==> config.mk <==
export PLATFORM = sky130hd
export DESIGN_NAME = sar_search
export DESIGN_NICKNAME = d
export VERILOG_FILES = /design/src/rtl/sar_pkg.sv /design/src/rtl/sar_search.sv
export SDC_FILE = /design/constraint.sdc
export NUM_CORES = 1
export LEC_CHECK = 0
export ABC_AREA = 1
export CAP_MARGIN = 0
export CORE_MARGIN = 8
export CORE_UTILIZATION = 40
export DETAILED_ROUTE_END_ITERATION = 10
export GPL_ROUTABILITY_DRIVEN = 0
export PLACE_DENSITY = 0.64
export SKIP_LAST_GASP = 1
export SYNTH_ARGS = -nofsm -noshare
export SYNTH_HDL_FRONTEND = slang
export SYNTH_SLANG_ARGS = --single-unit
==> constraint.sdc <==
create_clock -name clk -period 2.2 [get_ports clk]
set_input_delay 0.22 -clock clk [delete_from_list [all_inputs] [get_ports clk]]
set_output_delay 0.22 -clock clk [all_outputs]
set_load 0.02 [all_outputs]
==> src/rtl/sar_pkg.sv <==
// +----------------------------------------------------------------------+
// | sar_pkg : shared types and constants for the SAR search engine        |
// | Rev 1.0 : initial release                                             |
// +----------------------------------------------------------------------+
`default_nettype none

package sar_pkg;

  localparam int SAR_WIDTH = 8;
  localparam int SAR_IDX_W = $clog2(SAR_WIDTH);

  typedef enum logic [1:0] {
    IDLE  = 2'd0,
    PROBE = 2'd1,
    DONE  = 2'd2
  } sar_state_e;

endpackage

`default_nettype wire

==> src/rtl/sar_search.sv <==
// +----------------------------------------------------------------------+
// | sar_search : successive-approximation recovery of a comparator's      |
// |              hidden operand, MSB first, one bit per cycle.            |
// | Option     : SAR_EARLY_EXIT_EN stops on the first equal verdict.      |
// | Rev 1.0    : initial release                                          |
// +----------------------------------------------------------------------+
`default_nettype none

module sar_search
  import sar_pkg::*;
#(
  parameter int WIDTH = SAR_WIDTH
) (
  input  logic             clk,
  input  logic             rst_n,
  input  logic             start_i,
  output logic [WIDTH-1:0] trial_o,
  input  logic             greater_i,
  input  logic             less_i,
  input  logic             equal_i,
  output logic             busy_o,
  output logic             done_o,
  output logic [WIDTH-1:0] result_o,
  output logic             found_o,
  output logic             err_o
);

  localparam int IDX_W = (WIDTH > 1) ? $clog2(WIDTH) : 1;

  sar_state_e       state_q, state_d;
  logic [WIDTH-1:0] acc_q, acc_d;
  logic [IDX_W-1:0] idx_q, idx_d;
  logic             found_q, found_d;
  logic             err_q, err_d;
  logic [WIDTH-1:0] result_q, result_d;
  logic             rfound_q, rfound_d;
  logic             rerr_q, rerr_d;

  logic [WIDTH-1:0] probe_bit;
  logic             verdict_ok;
  logic             keep_bit;

  assign probe_bit  = WIDTH'(1) << idx_q;
  assign verdict_ok = $onehot({greater_i, less_i, equal_i});
  assign keep_bit   = greater_i | equal_i;

  always_ff @(posedge clk or negedge rst_n) begin
    if (!rst_n) begin
      state_q  <= IDLE;
      acc_q    <= '0;
      idx_q    <= '0;
      found_q  <= 1'b0;
      err_q    <= 1'b0;
      result_q <= '0;
      rfound_q <= 1'b0;
      rerr_q   <= 1'b0;
    end else begin
      state_q  <= state_d;
      acc_q    <= acc_d;
      idx_q    <= idx_d;
      found_q  <= found_d;
      err_q    <= err_d;
      result_q <= result_d;
      rfound_q <= rfound_d;
      rerr_q   <= rerr_d;
    end
  end

  always_comb begin
    state_d  = state_q;
    acc_d    = acc_q;
    idx_d    = idx_q;
    found_d  = found_q;
    err_d    = err_q;
    result_d = result_q;
    rfound_d = rfound_q;
    rerr_d   = rerr_q;
    unique case (state_q)
      IDLE: begin
        if (start_i) begin
          state_d = PROBE;
          acc_d   = '0;
          idx_d   = IDX_W'(WIDTH - 1);
          found_d = 1'b0;
          err_d   = 1'b0;
        end
      end
      PROBE: begin
        if (!verdict_ok) begin
          err_d   = 1'b1;
          state_d = DONE;
        end else begin
          if (keep_bit) acc_d = acc_q | probe_bit;
          if (equal_i) found_d = 1'b1;
          idx_d = idx_q - 1'b1;
          if (idx_q == '0) state_d = DONE;
`ifdef SAR_EARLY_EXIT_EN
          // Bits below idx are never set yet, so stopping here leaves them 0.
          if (equal_i) state_d = DONE;
`endif
        end
        if (state_d == DONE) begin
          result_d = acc_d;
          rfound_d = found_d;
          rerr_d   = err_d;
        end
      end
      DONE:    state_d = IDLE;
      default: state_d = IDLE;
    endcase
  end

  always_comb begin
    trial_o = '0;
    busy_o  = 1'b0;
    done_o  = 1'b0;
    unique case (state_q)
      PROBE: begin
        trial_o = acc_q | probe_bit;
        busy_o  = 1'b1;
      end
      DONE:    done_o = 1'b1;
      default: ;
    endcase
  end

  assign result_o = result_q;
  assign found_o  = rfound_q;
  assign err_o    = rerr_q;

endmodule

`default_nettype wire

Word-level counts from Yosys, hierarchy flattened
Index checks and enable logic that the tools add are counted.
{"block": "totals", "inputBits": 6, "ff_bits": 25}
{"block": "classes", "bitwise": 2, "shifts": 1, "n_reduce_logical": 6, "add_sub_neg": 3, "n_mux": 21, "n_eq_ne": 6}
{"op": "8-bit 2-to-1 mux", "n": 4}
{"op": "8-bit one-hot mux with 2 select lines", "n": 1}
{"op": "2-bit 2-to-1 mux", "n": 4}
{"op": "8-bit OR", "n": 1}
{"op": "1-bit by 3-bit << shifter with 8-bit output (first input constant)", "n": 1}
{"op": "1-bit 2-to-1 mux", "n": 6}
{"op": "3-bit 2-to-1 mux", "n": 2}
{"op": "3-bit one-hot mux with 2 select lines", "n": 1}
{"op": "2-bit by 1-bit equality test with 1-bit output (second input constant)", "n": 2}
{"op": "2-bit equality test (second input constant)", "n": 2}
{"op": "2-bit != test (second input constant)", "n": 2}
{"op": "1-bit one-hot mux with 2 select lines", "n": 2}
{"op": "2-bit one-hot mux with 2 select lines", "n": 1}
{"op": "2-bit AND reduction", "n": 2}
{"op": "3-bit logical NOT", "n": 1}
{"op": "3-bit AND reduction", "n": 1}
{"op": "3-bit by 1-bit subtractor with 3-bit output (second input constant)", "n": 1}
{"op": "1-bit by 1-bit adder with 2-bit output", "n": 1}
{"op": "2-bit by 1-bit adder with 2-bit output", "n": 1}
{"op": "2-bit logical NOT", "n": 1}
{"op": "2-bit nonzero test", "n": 1}
{"op": "1-bit OR", "n": 1}

Depth between registers and ports, before layout
Gate-level depths: netlist of run 1.
{"block": "logic_depth", "word_depth": 7, "ltp_mapped": 8}

Worst setup path after synthesis of run 1
No wires, ideal clock.
{"block": "synth_timing", "path_kind": "input-to-reg", "from": "in greater_i", "to": "reg rfound_q, in the netlist found_o", "path_slack_ns": 0.714, "path_stages": 8, "required_ns": 2.135, "t_arrival_ns": 1.421, "path_cell_list": "inv_1 -> fa_1 -> inv_1 -> nand2_2 -> nand2_1 -> a21oi_4 -> nand2_1 -> nand2_1"}
{"block": "synth_via", "elab_chain_cells": 6, "word_cells_on_any_way": 7}
{"element": "start, declared", "line_no": "sar_search.sv:18", "source": "input logic greater_i,"}
{"element": "2-bit by 1-bit adder with 2-bit output (not written as such) (*)", "line_no": "sar_search.sv:44", "source": "assign verdict_ok = $onehot({greater_i, less_i, equal_i});"}
{"element": "2-bit by 1-bit equality test with 1-bit output (*)", "line_no": "sar_search.sv:44"}
{"element": "2-bit 2-to-1 mux", "line_no": "sar_search.sv:89", "source": "if (!verdict_ok) begin"}
{"element": "2-bit 2-to-1 mux", "line_no": "sar_search.sv:78", "source": "unique case (state_q)"}
{"element": "2-bit equality test", "line_no": "sar_search.sv:102", "source": "if (state_d == DONE) begin"}
{"element": "2-bit AND reduction (no line)"}
{"element": "end signal, assigned", "line_no": "sar_search.sv:64", "source": "rfound_q <= rfound_d;"}
{"element": "end, declared", "line_no": "sar_search.sv:36", "source": "logic rfound_q, rfound_d;"}
Mark *: on every way between the ends. The rest lies on a longest branch, timed or not. The select of a mux whose other input is x is not followed.
A chain may end at the register's enable or synchronous reset.

Worst setup path after layout of run 1
{"block": "layout_timing", "from": "reg idx_q[2]", "to": "out trial_o[7]"}
{"block": "layout_via", "elab_chain_cells": 3}
{"element": "start, declared", "line_no": "sar_search.sv:32", "source": "logic [IDX_W-1:0] idx_q, idx_d;"}
{"element": "start signal, assigned", "line_no": "sar_search.sv:60", "source": "idx_q <= idx_d;"}
{"element": "1-bit by 3-bit << shifter with 8-bit output", "line_no": "sar_search.sv:43", "source": "assign probe_bit = WIDTH'(1) << idx_q;"}
{"element": "8-bit OR", "line_no": "sar_search.sv:119", "source": "trial_o = acc_q | probe_bit;"}
{"element": "8-bit 2-to-1 mux", "line_no": "sar_search.sv:117", "source": "unique case (state_q)"}
{"element": "end, declared", "line_no": "sar_search.sv:17", "source": "output logic [WIDTH-1:0] trial_o,"}
No other way between the ends.

==> results of run 1 <==
[cells by family after synthesis]
| logic type | after synthesis | synth area share (%) |
|---|---|---|
| flops | 25 | 46.13 |
| buf+inv | 32 | 9.409 |
| simple gates | 80 | 25.18 |
| compound gates | 30 | 12.27 |
| fa+ha+maj | 7 | 7.011 |
[path summary, 6_finish.rpt]
| path | start | to | slack [ns] | cells past startpoint |
|---|---|---|---|---|
| worst max-delay path | idx_q[2] | trial_o[7] | 0.16 | 3 |
| worst min-delay path | rst_n | result_o[2] | 0.24 | 2 |
| worst max register to register | idx_q[0] | result_o[1] | 0.71 | 7 |
| worst min register to register | result_o[3] | result_o[3] | 0.50 | 2 |
| max in group asynchronous | rst_n | state_q[1] | 1.71 | 2 |
| min in group clk | result_o[3] | result_o[3] | 0.50 | 2 |
[sequential cells by signal, summed over array words and instances (netlist names)]
name,count
acc_q,8
err_o,1
err_q,1
found_o,1
found_q,1
idx_q,3
result_o,8
state_q,2
[where the power goes]
part           switching [mW]  leakage (nW)  internal, mW
sequential              0.116         0.329         0.570
clock                   0.146        0.0139        0.0693
combinational           0.586         0.595         0.349
[timing repair]
action,4_1_cts,5_1_grt
pin swaps,0,0
resized for setup,4,3
gates cloned,0,0
buffers inserted,0,0
setup endpoints to repair,4,3
hold endpoints to repair,0,0
[area by class of cell]
class	instances	share of cell area, %
Tap cell	46	3.392
Clock inverter	1	0.4425
Inverter	30	6.637
Timing Repair Buffer	27	15.78
Multi-Input combinational cell	117	35.55
Clock buffer	3	1.327
Sequential cell	25	36.87
[metal layers]
layer / vias up / wire length [um] / share of wire, % / track usage [%]
met5: - / 0 / 0 / 0
met3: 2 / 235 / 7.3 / 3.504
met2: 37 / 1537 / 48 / 20.41
li1: 592 / - / - / -
met4: 0 / 19 / 0.59 / 2.826
met1: 541 / 1427 / 44 / 15.14
[metrics by stage]
step / instances / instance area, um2 / setup WS, ns
finish: 249 / 1697 / 0.1620
global route: 249 / 1697 / 0.04651
CTS: 249 / 1689 / 0.01253
detailed placement: 245 / 1664 / 0.02148
global placement: 245 / 1664 / 0.09041
floorplan: 174 / 1356 / 0.7142
[worst reg2reg max path: stages (launching register included)]
cell	delay [ns]
dfrtp_1	0.45
inv_1	0.12
ha_1	0.25
nand2_1	0.13
nand3_1	0.14
nand2_2	0.15
nand2_1	0.09
nand2_1	0.06
[cells in the final DEF (no fill, tap or decap), types with 6 or more instances in the layout]
master           synthesis  final
dfrtp_1                 25     25
clkdlybuf4s50_1          0     18
nor2_1                  12     12
nand3_1                 10     10
o21ai_0                 10     10
a21oi_1                 14     14
inv_1                   28     28
nand2_1                 50     50
ha_1                     6      6
==> flow_metrics.tcl, run 1 <==
set metrics [dict create \
    drive_gt1_share_pct 8.374 \
    setup_violations 0 \
    clk_pin_slew_ns 0.15 \
    yosysSeqAreaShare_pct 46.13 \
    power_density_mw_per_mm2 1082 \
    fin_crit_sh_pct 92.64 \
    syn-num-nets 187 \
    die_w_um 74.23 \
    wl_mm 3.219 \
    critical_path_class "reg2out" \
    synth.distinct_cells 20 \
    cp_max_fo 14 \
    crit_required_ns 1.98 \
    yosysWarnings 0 \
    slew-limit-headroom_pct 71.93 \
    synthFlopType "dfrtp_1" \
    critPathBufInv 1 \
    hold_violations 0 \
    core-area_mm2 0.003284 \
    drc_errors 0 \
    htreeDepth 1 \
    top_level_ports 26 \
    avgSynthCellArea_um2 7.795 \
    rsz0062_at_grt "no" \
    syn_area_mm2 0.001356 \
    power.leakage_nw 0.9380 \
    ir_worst_vdd_mv 0.4191 \
    hold_class "in2async" \
    grtUsageTotal_pct 12.23 \
    yosys-top-cells-area "dfrtp_1 (46%), nand2_1 (14%), inv_1 (7.7%)" \
    synth_seq_cells 25 \
    synth_top_cell_by_area "dfrtp_1" \
    grt_pass1_wl_mm 5.299 \
    start_kind "register" \
    clock_sinks 25 \
    cts_tree "yes" \
    tightest_slew_ns 0.4211 \
    status "finished clean" \
    cts_buffers 3 \
    yosysMostFrequentCell "nand2_1" \
    drv_slew 0 \
    synth_edf_count 0 \
    syn2layout_area_growth_pct 25.09 \
    multi_input_area_um2 603.1 \
    n_fill_cell 324 \
    synth_cells 174 \
    drt_pass1_iterations 4 \
    rows 21 \
    fin_nets 217 \
    final_core_util_pct 51.66 \
    ys_top_cells_by_count "nand2_1 (50), inv_1 (28), dfrtp_1 (25)" \
    cts_buffer_depth 2 \
    max_freq_mhz 490.7 \
    via_per_inst 4.707 \
    hold_buffers 0 \
    antenna_found_initial 0 \
    hold_ws_ns 0.2419 \
    grt.overflow.total 0 \
    vias 1172 \
    cp_slowest_cell "dfrtp_1" \
    avgRoutedWirePerCell_um 12.93 \
    seqCellArea_um2 625.6 \
    period_minus_slack_ns 2.038 \
    port_buffers 25 \
    power.total_mw 1.836 \
    start_util_pct 41.30 \
    path_cells "nand2_1 > a21oi_1 > clkdlybuf4s50_1" \
    clk_latency_ns 0.32 \
    drt_iter0_drc 76 \
    path_delay_family "flip-flops" \
    clock_skew_ns 0.006214 \
    crit_path_end_kind "primary output" \
    grt_max_degree 26 \
    ant_nets 0 \
    die_height_um 74.23 \
    drv_cap 0 \
    antenna_cells 0 \
    max_stage_delay_ns 0.63 \
    place_hpwl_mm 2.454 \
    crit_arrival_ns 1.82 \
    setup_tns_ns 0 \
    grt_pass1_vias 1159 \
    die_area_mm2 0.005510 \
    clock-root-buffer "clkbuf_4" \
    synth-async-reset-ratio_pct 100.0 \
    synth_top_area_share_pct 46.13 \
]
Note: power is estimated with default switching activity, not from simulation.
==> inputs of run 2 (changes only) <==
--- a/config.mk
+++ b/config.mk
@@ -6,8 +6,7 @@
 export NUM_CORES = 1
 export LEC_CHECK = 0
 export ABC_AREA = 1
-export CAP_MARGIN = 0
-export CORE_MARGIN = 8
+export CAP_MARGIN = 30
 export CORE_UTILIZATION = 40
 export DETAILED_ROUTE_END_ITERATION = 10
 export GPL_ROUTABILITY_DRIVEN = 0
==> run 2 against run 1 <==
Against the previous run: register-to-register slack about the same; combinational power decreased by 1%; non-clock buffer count unchanged; count of clock-buffer cells in the layout unchanged; core utilization increased by 2.5 points; clock skew decreased by 0.0049 ns; flip-flop and latch count unchanged; final cell count decreased by 0.80%; sequential power about the same; first-iteration DRC count decreased by 55%; worst hold slack got worse by 0.0065 ns; largest cell class unchanged.
==> flow_metrics.tcl, run 2 (synthesized netlist as in run 1, its figures left out) <==
set metrics [dict create \
    die_area_mm2 0.003628 \
    die_w_um 60.23 \
    start_kind "register" \
    multi_input_area_um2 603.1 \
    drive_gt1_share_pct 8.374 \
    port_buffers 25 \
    grt_max_degree 26 \
    reg2reg_slack_ns 0.72 \
    hold_violations 0 \
    cts_tree "yes" \
    ant_nets 0 \
    clock_sinks 25 \
    fin_cells 247 \
    core-area_mm2 0.003128 \
    crit_path_end_kind "primary output" \
    antenna_cells 0 \
    setup_tns_ns 0 \
    seqCellArea_um2 625.6 \
    cts_buffers 3 \
    tightest_slew_ns 0.4089 \
    worst_r2r_path_depth 7 \
    grt_pass1_wl_mm 5.181 \
    period_minus_slack_ns 2.049 \
    via_per_inst 4.757 \
    final_cell_mix "nand2_1 (50), inv_1 (28), dfrtp_1 (25), clkdlybuf4s50_1 (18), a21oi_1 (14)" \
    critical_path_class "reg2out" \
    hold_buffers 0 \
    hold_class "in2async" \
    wl_mm 2.924 \
    power.leakage_nw 0.9380 \
    fin_nets 217 \
    htreeDepth 1 \
    top_level_ports 26 \
    max_freq_mhz 488.0 \
    critPathLaunch "state_q[1]" \
    place_inst 243 \
    clk_latency_ns 0.32 \
    r2r_start "idx_q[0]" \
    post_cts_buffers 0 \
    rows 20 \
    setup_violations 0 \
    cts_buffer_depth 2 \
    start_util_pct 43.36 \
    syn2layout_area_growth_pct 24.91 \
    cp-endpoint "busy_o" \
    status "finished clean" \
    grtUsageTotal_pct 19.36 \
    clk_pin_slew_ns 0.14 \
    n_fill_cell 299 \
    drv_slew 0 \
    fin_crit_sh_pct 93.14 \
    die_height_um 60.23 \
    slew-limit-headroom_pct 72.74 \
    clock-root-buffer "clkbuf_4" \
    avgRoutedWirePerCell_um 11.84 \
    crit_required_ns 1.98 \
    place_hpwl_mm 2.223 \
    power_density_mw_per_mm2 1077 \
    crit_arrival_ns 1.83 \
    rsz0062_at_grt "no" \
    grt_pass1_vias 1177 \
    antenna_found_initial 0 \
    ir_worst_vdd_mv 0.3895 \
    drv_cap 0 \
    vias 1175 \
    worstReg2RegEnd "result_o[3]" \
    grt.overflow.total 0 \
    cp_max_fo 19 \
    drc_errors 0 \
    drt_iter0_drc 34 \
    clock_skew_ns 0.001321 \
    drt_pass1_iterations 4 \
    final_common_cell "nand2_1" \
]
[run 2: cell counts in the layout (fill, tap and decap cells not counted)]
Identical to the previous run, type by type.
[run 2: what timing repair did]
action,CTS,global route
pin swaps,0,0
setup endpoints to repair,4,3
resized for setup,4,3
[run 2: area by class of cell]
class                           instances  area share [%]
Clock buffer                            3           1.329
Clock inverter                          1          0.4431
Inverter                               30           6.647
Multi-Input combinational cell        117           35.60
Sequential cell                        25           36.93
Tap cell                               44           3.250
Timing Repair Buffer                   27           15.81
[run 2: worst min-delay path by stage]
stage	end	cells after the start	start
2_1_floorplan	acc_q[0]	0	rst_n
3_3_place_gp	err_o	2	err_o
3_5_place_dp	err_o	2	err_o
4_1_cts	result_o[0]	2	rst_n
5_1_grt	acc_q[3]	2	rst_n
6_report	acc_q[3]	2	rst_n
[run 2: layer usage]
metal  vias up  GRT usage, %  part of all wire, %
li1        595             -                    -
met1       535         25.41                   46
met2        36         31.08                   47
met3         9         3.680                  4.2
met4         0         7.973                  2.6
met5         -             0                    0
[run 2: metrics by stage]
| step | hold WS [ns] | worst slack, ns | util, % | cell area [um2] | total power, mW |
|---|---|---|---|---|---|
| 5_1_grt | 0.2662 | 0.03071 | 54.16 | 1694 | 1.985 |
| 2_1_floorplan | -0.07559 | 0.7142 | - | 1356 | 1.310 |
| 6_report | 0.2354 | 0.1510 | 54.16 | 1694 | 1.824 |
| 3_3_place_gp | 0.4566 | 0.1335 | 53.12 | 1662 | 1.624 |
| 3_5_place_dp | 0.4591 | 0.07941 | 53.12 | 1662 | 1.638 |
| 4_1_cts | 0.2464 | 0.01264 | 53.92 | 1687 | 1.849 |
[run 2: report_power, final]
part	switching (mW)	total (mW)	internal [mW]	leakage, nW
combinational	0.579	0.926	0.348	0.595
clock	0.143	0.212	0.0695	0.0139
sequential	0.116	0.685	0.570	0.329
[run 2: critical path: stages (launching register included)]
cell and delay (ns):
dfrtp_1 0.45, inv_2 0.12, nand2_4 0.14, inv_2 0.17, clkdlybuf4s50_1 0.62
